===== config.mk =====
export PLATFORM = sky130hd
export DESIGN_NAME = pipe_operand_loader
export DESIGN_NICKNAME = d
export VERILOG_FILES = /design/src/rtl/pipe_operand_loader.sv
export SDC_FILE = /design/constraint.sdc
export NUM_CORES = 1
export LEC_CHECK = 0
export ABC_AREA = 0
export BUFFER_PORTS_ARGS = -buffer_cell sky130_fd_sc_hd__buf_2
export CAP_MARGIN = 30
export CORE_MARGIN = 2
export CORE_UTILIZATION = 54
export CTS_CLUSTER_DIAMETER = 150
export CTS_CLUSTER_SIZE = 25
export DETAILED_ROUTE_END_ITERATION = 10
export PLACE_DENSITY_LB_ADDON = 0.12
export SYNTH_ARGS = -nofsm -noshare
export SYNTH_HDL_FRONTEND = slang
export SYNTH_SLANG_ARGS = --single-unit

===== constraint.sdc =====
create_clock -name clk -period 3.24 [get_ports clk]
set_input_delay 0.648 -clock clk [delete_from_list [all_inputs] [get_ports clk]]
set_output_delay 0.648 -clock clk [all_outputs]
set_load 0.01 [all_outputs]

===== src/rtl/pipe_operand_loader.sv =====
// Operand collector for the 3-stage arithmetic pipe: gathers a,b,c,d from a
// narrow stream, issues them as one registered set and flags the matching result.
module pipe_operand_loader #(
  parameter int N   = 10,
  parameter int LAT = 3,
  parameter int CW  = 8
) (
  input  logic          clk,
  input  logic          rst,
  input  logic [N-1:0]  in_data,
  input  logic          in_valid,
  output logic          in_ready,
  input  logic          flush,
  output logic [N-1:0]  a,
  output logic [N-1:0]  b,
  output logic [N-1:0]  c,
  output logic [N-1:0]  d,
  output logic          issue,
  output logic          res_valid,
  output logic [CW-1:0] set_count,
  output logic          busy
);

  typedef enum logic [2:0] {
    COL_A,
    COL_B,
    COL_C,
    COL_D,
    ISSUE
  } state_t;

  state_t         state;
  logic [N-1:0]   sa;
  logic [N-1:0]   sb;
  logic [N-1:0]   sc;
  logic [LAT-1:0] sr;
  logic           accept;

  assign in_ready  = (state != ISSUE) && !flush;
  assign accept    = in_valid && in_ready;
  assign issue     = (state == ISSUE);
  assign busy      = (state != COL_A);
  assign res_valid = sr[LAT-1];

  // sr carries one token per issued set, timed to the pipe latency
  always_ff @(posedge clk or posedge rst) begin
    if (rst) begin
      sr <= '0;
    end else begin
      sr[0] <= issue;
      for (int i = 1; i < LAT; i++) begin
        sr[i] <= sr[i-1];
      end
    end
  end

  always_ff @(posedge clk or posedge rst) begin
    if (rst) begin
      state     <= COL_A;
      sa        <= '0;
      sb        <= '0;
      sc        <= '0;
      a         <= '0;
      b         <= '0;
      c         <= '0;
      d         <= '0;
      set_count <= '0;
    end else if (flush && state != ISSUE) begin
      state <= COL_A;
    end else begin
      unique case (state)
        COL_A: begin
          if (accept) begin
            sa    <= in_data;
            state <= COL_B;
          end
        end
        COL_B: begin
          if (accept) begin
            sb    <= in_data;
            state <= COL_C;
          end
        end
        COL_C: begin
          if (accept) begin
            sc    <= in_data;
            state <= COL_D;
          end
        end
        COL_D: begin
          if (accept) begin
            a     <= sa;
            b     <= sb;
            c     <= sc;
            d     <= in_data;
            state <= ISSUE;
          end
        end
        ISSUE: begin
          set_count <= set_count + 1'b1;
          state     <= COL_A;
        end
        default: state <= COL_A;
      endcase
    end
  end

endmodule


# ---- Word level (Yosys, flattened, before mapping)
# Cells that the tools add are included.
dict set report op_classes {
  n_eq_ne 9
  reduce_logical 12
  addsub 1
  mux 6
  n_bitwise 1
}
# op count
set ops {}
lappend ops {{$mux 3} 5}
lappend ops {{$ne 3x3->1 const B} 5}
lappend ops {{$pmux 3 s4} 1}
lappend ops {{$reduce_and 3->1} 4}
lappend ops {{$add 8x1->8 const B} 1}
lappend ops {{$eq 3x2->1 const B} 2}
lappend ops {{$reduce_and 4->1} 1}
lappend ops {{$eq 3x1->1 const B} 1}
lappend ops {{$eq 3x3->1 const B} 1}
lappend ops {{$logic_and 1x1->1} 3}
lappend ops {{$logic_not 3->1} 1}
lappend ops {{$reduce_bool 3->1} 1}
lappend ops {{$reduce_and 2->1} 1}
lappend ops {{$logic_not 1->1} 1}
lappend ops {{$not 1->1} 1}
dict set report word_totals {
  inputBits 14
  elab_cells 39
  ff_bits 84
  output_inout_bits 52
}

# ---- Longest topological paths before layout
# Gate-level depths: netlist (run 1).
dict set report logic_depth {
  ltp_word 6
  ltp_mapped 5
}

# ---- Worst setup path after synthesis (run 1)
# Ideal clock, no wire load.
dict set report synth_path {
  kind {input-to-reg}
  start {in flush}
  end {reg d[8]}
  path_slack_ps 1438
  cell_stages 4
  arrival_time_ps 1678
  required_time_ps 3115
  n_path_buf 1
  path_cell_list {nand3b_1 -> nor3b_4 -> buf_6 -> mux2_2}
}
dict set report synth_between {
  elab_chain_len 4
  elab_cells_between_ends 6
}
# item line
set synth_lines {}
lappend synth_lines {{from (decl)} 13} ;# input logic flush,
lappend synth_lines {{$logic_not 1->1} 39} ;# assign in_ready = (state != ISSUE) && !flush;
lappend synth_lines {{$logic_and 1x1->1} 39}
lappend synth_lines {{$logic_and 1x1->1} 40} ;# assign accept = in_valid && in_ready;
lappend synth_lines {{$reduce_and 3->1 (no source line) *} --}
lappend synth_lines {{to (signal assigned)} 95} ;# d <= in_data;
lappend synth_lines {{to (decl)} 17} ;# output logic [N-1:0] d,
# Every way passes the cells marked *; elsewhere a longest branch is shown, timed or not.
# A chain may end at the register's enable or synchronous reset.

# ---- Final worst setup path (run 1)
dict set report layout_path {
  start {reg state[2]}
  end {out busy}
}
dict set report layout_between {
  elab_chain_len 1
}
# item line
set layout_lines {}
lappend layout_lines {{from (decl)} 32} ;# state_t state;
lappend layout_lines {{from (signal assigned)} 59} ;# state <= COL_A;
lappend layout_lines {{from (signal assigned)} 69} ;# state <= COL_A;
lappend layout_lines {{from (signal assigned)} 75} ;# state <= COL_B;
lappend layout_lines {{$reduce_bool 3->1} 42} ;# assign busy = (state != COL_A);
lappend layout_lines {{to (decl)} 21} ;# output logic busy
# No other way between the ends.

==> impl_results.md, run 1 <==
* # fillers at 439
* Status: finished clean
* Area Overhead vs Synth at 18.26%
* Power per cell area at 685.9 nW/um^2
* HPWL after DPL at 3481 um
* Largest net degree at the start of global routing at 46
* Mapped Nets at 211
* YS warnings at 0
* Crit path time final at 2106 ps
* Final setup vio count at 0
* Unrepaired setup endpoints after global routing: false
* Crit-path max cell delay at 490 ps
* TritonCTS clock tree: yes
* Crit start category: flop
* FP Rows at 28
* Number of global-route vias before repair at 1802
* # IOs at 66
* # diodes at 0
* Pre-antenna DRT Iters at 3
* GP Congestion at 0.7223
* Clk sinks at 84
* Post-Synthesis Cells at 196
* Crit-path max FO at 8
* Slew headroom at 0.5322
* Core area at 5851 sq um
* Crit path buffers/inverters at 1
* Setup_tns at 0 ps
* Mean Syn Cell Area at 16.54 sq um
* Synthesized area at 3242 sq um
* Final Max Slew Viols at 0
* Vias/cell at 5.166
* Detailed Route WL at 5318 um
* Dpl cells at 330
* Wire per inst at 15.50 um
* Die Height at 81.48 um
* TritonCTS buffer count at 9
* CP max-delay cell: or3_2
* Post-route ant nets at 0
* Clock Latency Late Sink at 350 ps
* CTS Hold Bufs at 0
* Synth top area share at 0.6484
* CP Class: flop to output pin
* CP endpoint kind: output pin
* Worst Hold Class: flop to flop
* Postcts setup bufs at 0
* Clk root buf: clkbuf_8
* Drt initial violations at 56
* Area contributors post-synth: dfrtp_1 (65%), mux2_2 (20%), mux2_4 (4.6%), xnor2_1 (1.9%), buf_6 (1.7%)
* DIE AREA at 6639 sq um
* Synth area leader: dfrtp_1
* CP Cell Sequence: or3_2, buf_2
* GRT Total Usage at 0.1881
* Slew @ Worst Pin at 701.7 ps
* Depth of the CTS H-tree at 3
* PortBufs at 65
* Post-synthesis sequential area ratio at 0.6484
* Max VDD drop at 0.3342 mV
* Worst Path Arrival at 1460 ps
* Yosys cell types at 22
* Post-CTS Resized at 0
* Non-filler cells, final at 343
* Width of the chip at 81.48 um
* Maximum clock insertion buffer count at 2
* Delay-heaviest family, CP: simple AND/OR/NAND/NOR gates
* Max Fclk at 474.8 MHz
* Grt ovf at 0
* Fin crit share at 0.6500
* Initial antenna violation count at 0
* First-pass GRT wire length at 8990 um
* Nets at 281
* Max cap viols at 0
* Starting Density at 0.5541
* Layout cells sized above 1 at 0.5672
* Clock Skew at 9.902 ps
* Vias at 1772
* Yosys reg bits at 84
* Leak pwr at 0.002026 uW
* Residual DRC at 0
* Clk pin slew, worst setup/hold paths at 70 ps
* Required @ worst endpoint at 2590 ps
* Final Hold Fails at 0
[power by group]
| part | total (uW) | switching [uW] | internal (uW) |
|---|---|---|---|
| Sequential | 1380 | 110 | 1270 |
| Combinational | 454 | 183 | 270 |
| Clock | 796 | 332 | 464 |
[registers in the layout, summed over array words and instances (netlist names)]
name and cells:
sb 10, b 10, a 10, d 10, state 3, sa 10, sc 10, sr 3
set_count 8, c 10
[synthesized netlist by cell type, drive strengths merged]
library cell	number
nand3b	2
nor2	2
or3	2
nor3	2
buf	7
and3	2
ha	1
mux2	71
inv	1
xnor2	7
nor3b	3
xor2	2
nand2	4
clkbuf	2
nand4	4
dfrtp	84
[cell usage in the layout (no fill, tap or decap)]
cell type and count:
clkinv_2 1, or3_1 1, nand2_1 4, xnor2_1 7, nor3b_1 2, mux2_4 10, mux2_1 3, bufinv_16 2
or3_2 1, ha_1 1, buf_12 1, nand3b_1 2, nor3b_4 1, nor3_1 2, buf_4 2, dfrtp_1 84
xor2_1 2, nand4_1 4, clkbuf_8 11, nor2_1 2, and3_1 2, mux2_2 58, buf_2 65
[logic make-up (layout without fill, tap and decap cells)]
family        Yosys count  count (layout)  share of synthesized area
buf+inv                10              82                    0.02431
simple gates           21              21                    0.04091
xor+xnor                9               9                    0.02432
fa+ha+maj               1               1                   0.003859
mux                    71              71                     0.2582
flops                  84              84                     0.6484
[stage by stage]
step           hold WS, ps  setup slack [ps]  utilization  instance area [sq um]  power (uW)
5_1_grt              367.9             965.1       0.6553                   3834        2778
3_5_place_dp         337.8             990.8       0.6191                   3622        1866
3_3_place_gp         338.3              1033       0.6191                   3622        1842
2_1_floorplan        331.2             426.9            -                   3242        1685
4_1_cts              355.6              1109       0.6553                   3834        2666
6_report             354.3              1134       0.6553                   3834        2630
[layer usage]
metal,routed length [um],vias up,GRT usage,part of all wire
li1,-,820,-,-
met1,2505,896,0.2593,0.47
met2,2350,46,0.2648,0.44
met3,318,10,0.04835,0.060
met4,142,0,0.1220,0.027
met5,0,-,0,0
[final timing paths]
check | startpoint | endpoint | slack (ps) | depth (start not counted)
min in group asynchronous | rst | set_count[7] | 370 | 2
setup / recovery | state[2] | busy | 1130 | 2
setup reg to reg | state[1] | a[2] | 1420 | 4
hold reg to reg | sr[0] | sr[1] | 350 | 0
hold / removal | sr[0] | sr[1] | 350 | 0
max in group asynchronous | rst | sc[8] | 2210 | 3
[area by class of cell]
class / instances / area [sq um] / share of cell area
Clock inverter: 2 / 60.06 / 0.01567
Sequential cell: 84 / 2102 / 0.5483
Inverter: 1 / 5.005 / 0.001305
Multi-Input combinational cell: 102 / 1061 / 0.2768
Timing Repair Buffer: 68 / 360.3 / 0.09399
Clock buffer: 11 / 151.4 / 0.03949
Tap cell: 75 / 93.84 / 0.02448
Power figures use the tool's default switching activity.
==> run 2, diff against run 1 <==
--- a/config.mk
+++ b/config.mk
@@ -9,7 +9,7 @@
 export BUFFER_PORTS_ARGS = -buffer_cell sky130_fd_sc_hd__buf_2
 export CAP_MARGIN = 30
 export CORE_MARGIN = 2
-export CORE_UTILIZATION = 54
+export CORE_UTILIZATION = 49
 export CTS_CLUSTER_DIAMETER = 150
 export CTS_CLUSTER_SIZE = 25
 export DETAILED_ROUTE_END_ITERATION = 10
==> constraint.sdc (replaced) <==
create_clock -name clk -period 1.75 [get_ports clk]
set_input_delay 0.35 -clock clk [delete_from_list [all_inputs] [get_ports clk]]
set_output_delay 0.35 -clock clk [all_outputs]
set_load 0.01 [all_outputs]
==> run 2 against run 1 <==
Setup slack worse by 1100 ps. Register-to-register slack worse by 1300 ps. Cell count up 5.5%. Non-clock buffer count up 14. Total power up 92%. Via count up 4.3%. Critical path depth up 2. Combinational power up 90%.
==> impl_results.md, run 2 (synthesized netlist as in run 1, its figures left out) <==
* Leak pwr at 0.002105 uW (+3.9%)
* Crit path buffers/inverters at 2 (+1)
* Crit path time final at 1672 ps
* Die Height at 85.34 um (+4.7%)
* Max VDD drop at 0.6752 mV (+100%)
* Nets at 295 (+5.0%)
* CP endpoint kind: output pin
* TritonCTS clock tree: yes
* Core area at 6386 sq um (+9.2%)
* R2R setup slack at 170 ps (-1250 ps)
* Wire per inst at 15.31 um (-1.2%)
* Area Overhead vs Synth at 23.43%
* Combinational share of power at 0.171 (about the same)
* Vias/cell at 5.105 (-1.2%)
* Clk sinks at 84 (unchanged)
* CP max-delay cell: dfrtp_2
* Worst setup path start: state[1]
* Setup WS pre-CTS at 10.01 ps (-980.8 ps)
* Initial antenna violation count at 0 (unchanged)
* Clock Skew at 7.312 ps (-2.590 ps)
* CP Cell Sequence: nor3b_1, buf_4, nor2_1, buf_2
* HPWL after DPL at 3819 um (+9.7%)
* Number of global-route vias before repair at 1880 (+4.3%)
* Crit start category: flop
* Clk pwr share at 0.321 (+0.018)
* GP Congestion at 0.6548 (-9.3%)
* Layout cells sized above 1 at 0.5965 (+0.02933)
* Depth of the CTS H-tree at 3 (unchanged)
* Sequential share of power at 0.508 (-0.017)
* FP Rows at 29 (+3.6%)
* CP Class: flop to output pin
* Delay-heaviest family, CP: flip-flops
* Clk pin slew, worst setup/hold paths at 80 ps (about the same)
* Width of the chip at 85.34 um (+4.7%)
* # fillers at 507 (+15%)
* # diodes at 0 (unchanged)
* Sw frac at 0.2412 (+0.003262)
* Max cap viols at 0 (unchanged)
* Residual DRC at 0 (unchanged)
* Hold Startpoint: flush
* Power per cell area at 1260 nW/um^2 (+84%)
* Detailed Route WL at 5543 um (+4.2%)
* Slew headroom at 0.7657 (+0.2335)
* Drt initial violations at 48 (-14%)
* DIE AREA at 7283 sq um (+9.7%)
* Commonest non-fill, non-tap cells in the layout: dfrtp_1 (81), buf_2 (64), mux2_2 (58)
* Post-route ant nets at 0 (unchanged)
* Required @ worst endpoint at 1400 ps (-1190 ps)
* Crit-path max FO at 9 (+1)
* Fin crit share at 0.9555
* PortBufs at 65 (unchanged)
* Worst Hold Class: input pin to flop
* P_sw at 1216 uW (+94%)
* Pre-antenna DRT Iters at 3 (unchanged)
* Max Fclk at 598.1 MHz
* TritonCTS buffer count at 9 (unchanged)
* Final Hold Fails at 0 (unchanged)
* Internal power at 3826 uW (+91%)
* GRT Total Usage at 0.1669 (-0.02125)
* First-pass GRT wire length at 9321 um (+3.7%)
* Worst Path Arrival at 1320 ps (-140 ps)
* Clk root buf: clkbuf_8
* Status: finished clean
* Largest net degree at the start of global routing at 42 (-8.7%)
* Setup_tns at 0 ps (unchanged)
* FF+latch area at 2106 sq um (+0.18%)
* Clock Latency Late Sink at 340 ps (about the same)
* Final Max Slew Viols at 0 (unchanged)
* Slew @ Worst Pin at 350.7 ps (-351.0 ps)
* Crit-path max cell delay at 440 ps (-50 ps)
* Starting Density at 0.5076 (-0.04647)
* Setup ws final at 77.93 ps (-1056 ps)
* Area occupied by multi-input gates at 1065 sq um (+0.35%)
* Maximum clock insertion buffer count at 2 (unchanged)
* Worst reg2reg startpoint: state[2]
* Vias at 1848 (+4.3%)
* # IOs at 66 (unchanged)
* Grt ovf at 0 (unchanged)
* Final setup vio count at 0 (unchanged)
* Commonest non-fill, non-tap cell in the layout: dfrtp_1
* Unrepaired setup endpoints after global routing: false
run 2: layer usage:
layer	vias up	track usage	wire [um]	part of all wire
met5	-	0	0	0
met1	939	0.2277	2559	0.46
met2	42	0.2536	2637	0.48
met4	0	0.09091	124	0.022
met3	11	0.03210	221	0.040
li1	856	-	-	-
run 2: power groups by stage:
| stage | clock [uW] | sequential [uW] | combinational, uW |
|---|---|---|---|
| floorplan | 0 | 2640 | 483 |
| global placement | 0 | 2590 | 838 |
| detailed placement | 0 | 2600 | 861 |
| CTS | 1670 | 2560 | 881 |
| global route | 1720 | 2630 | 947 |
| finish | 1620 | 2560 | 862 |
run 2: cell type report:
class,instances,share of cell area
inverters,1,0.001876
flip-flops and latches,84,0.5263
multi-input cells,102,0.2661
well taps,77,0.02408
clock inverters,6,0.02814
clock buffers,10,0.03189
repair buffers,82,0.1216
run 2: path summary, 6_finish.rpt:
kind | end | cells after the start
worst max-delay path | in_ready | 4
worst min-delay path | state[0] | 2
worst max register to register | sc[4] | 4
worst min register to register | sr[2] | 0
max in group asynchronous | sa[3] | 4
min in group asynchronous | a[0] | 3
run 2: metrics by stage:
step / hold WS, ps / cells / total power [uW] / util / area, sq um
final: 211.1 / 362 / 5042 / 0.6266 / 4001
after global routing: 207.5 / 362 / 5292 / 0.6266 / 4001
after CTS: 194.4 / 359 / 5115 / 0.6228 / 3978
after detailed placement: 336.2 / 340 / 3465 / 0.5794 / 3700
after global placement: 333.9 / 340 / 3429 / 0.5794 / 3700
after floorplan: 331.2 / 196 / 3120 / - / 3246
run 2: timing repair:
action,in CTS,in global routing
endpoints found under the setup margin,3,2
gates resized for setup,4,1
pin swaps,0,0
endpoints found under the hold margin,12,0
hold buffers,1,0
buffers inserted,2,3
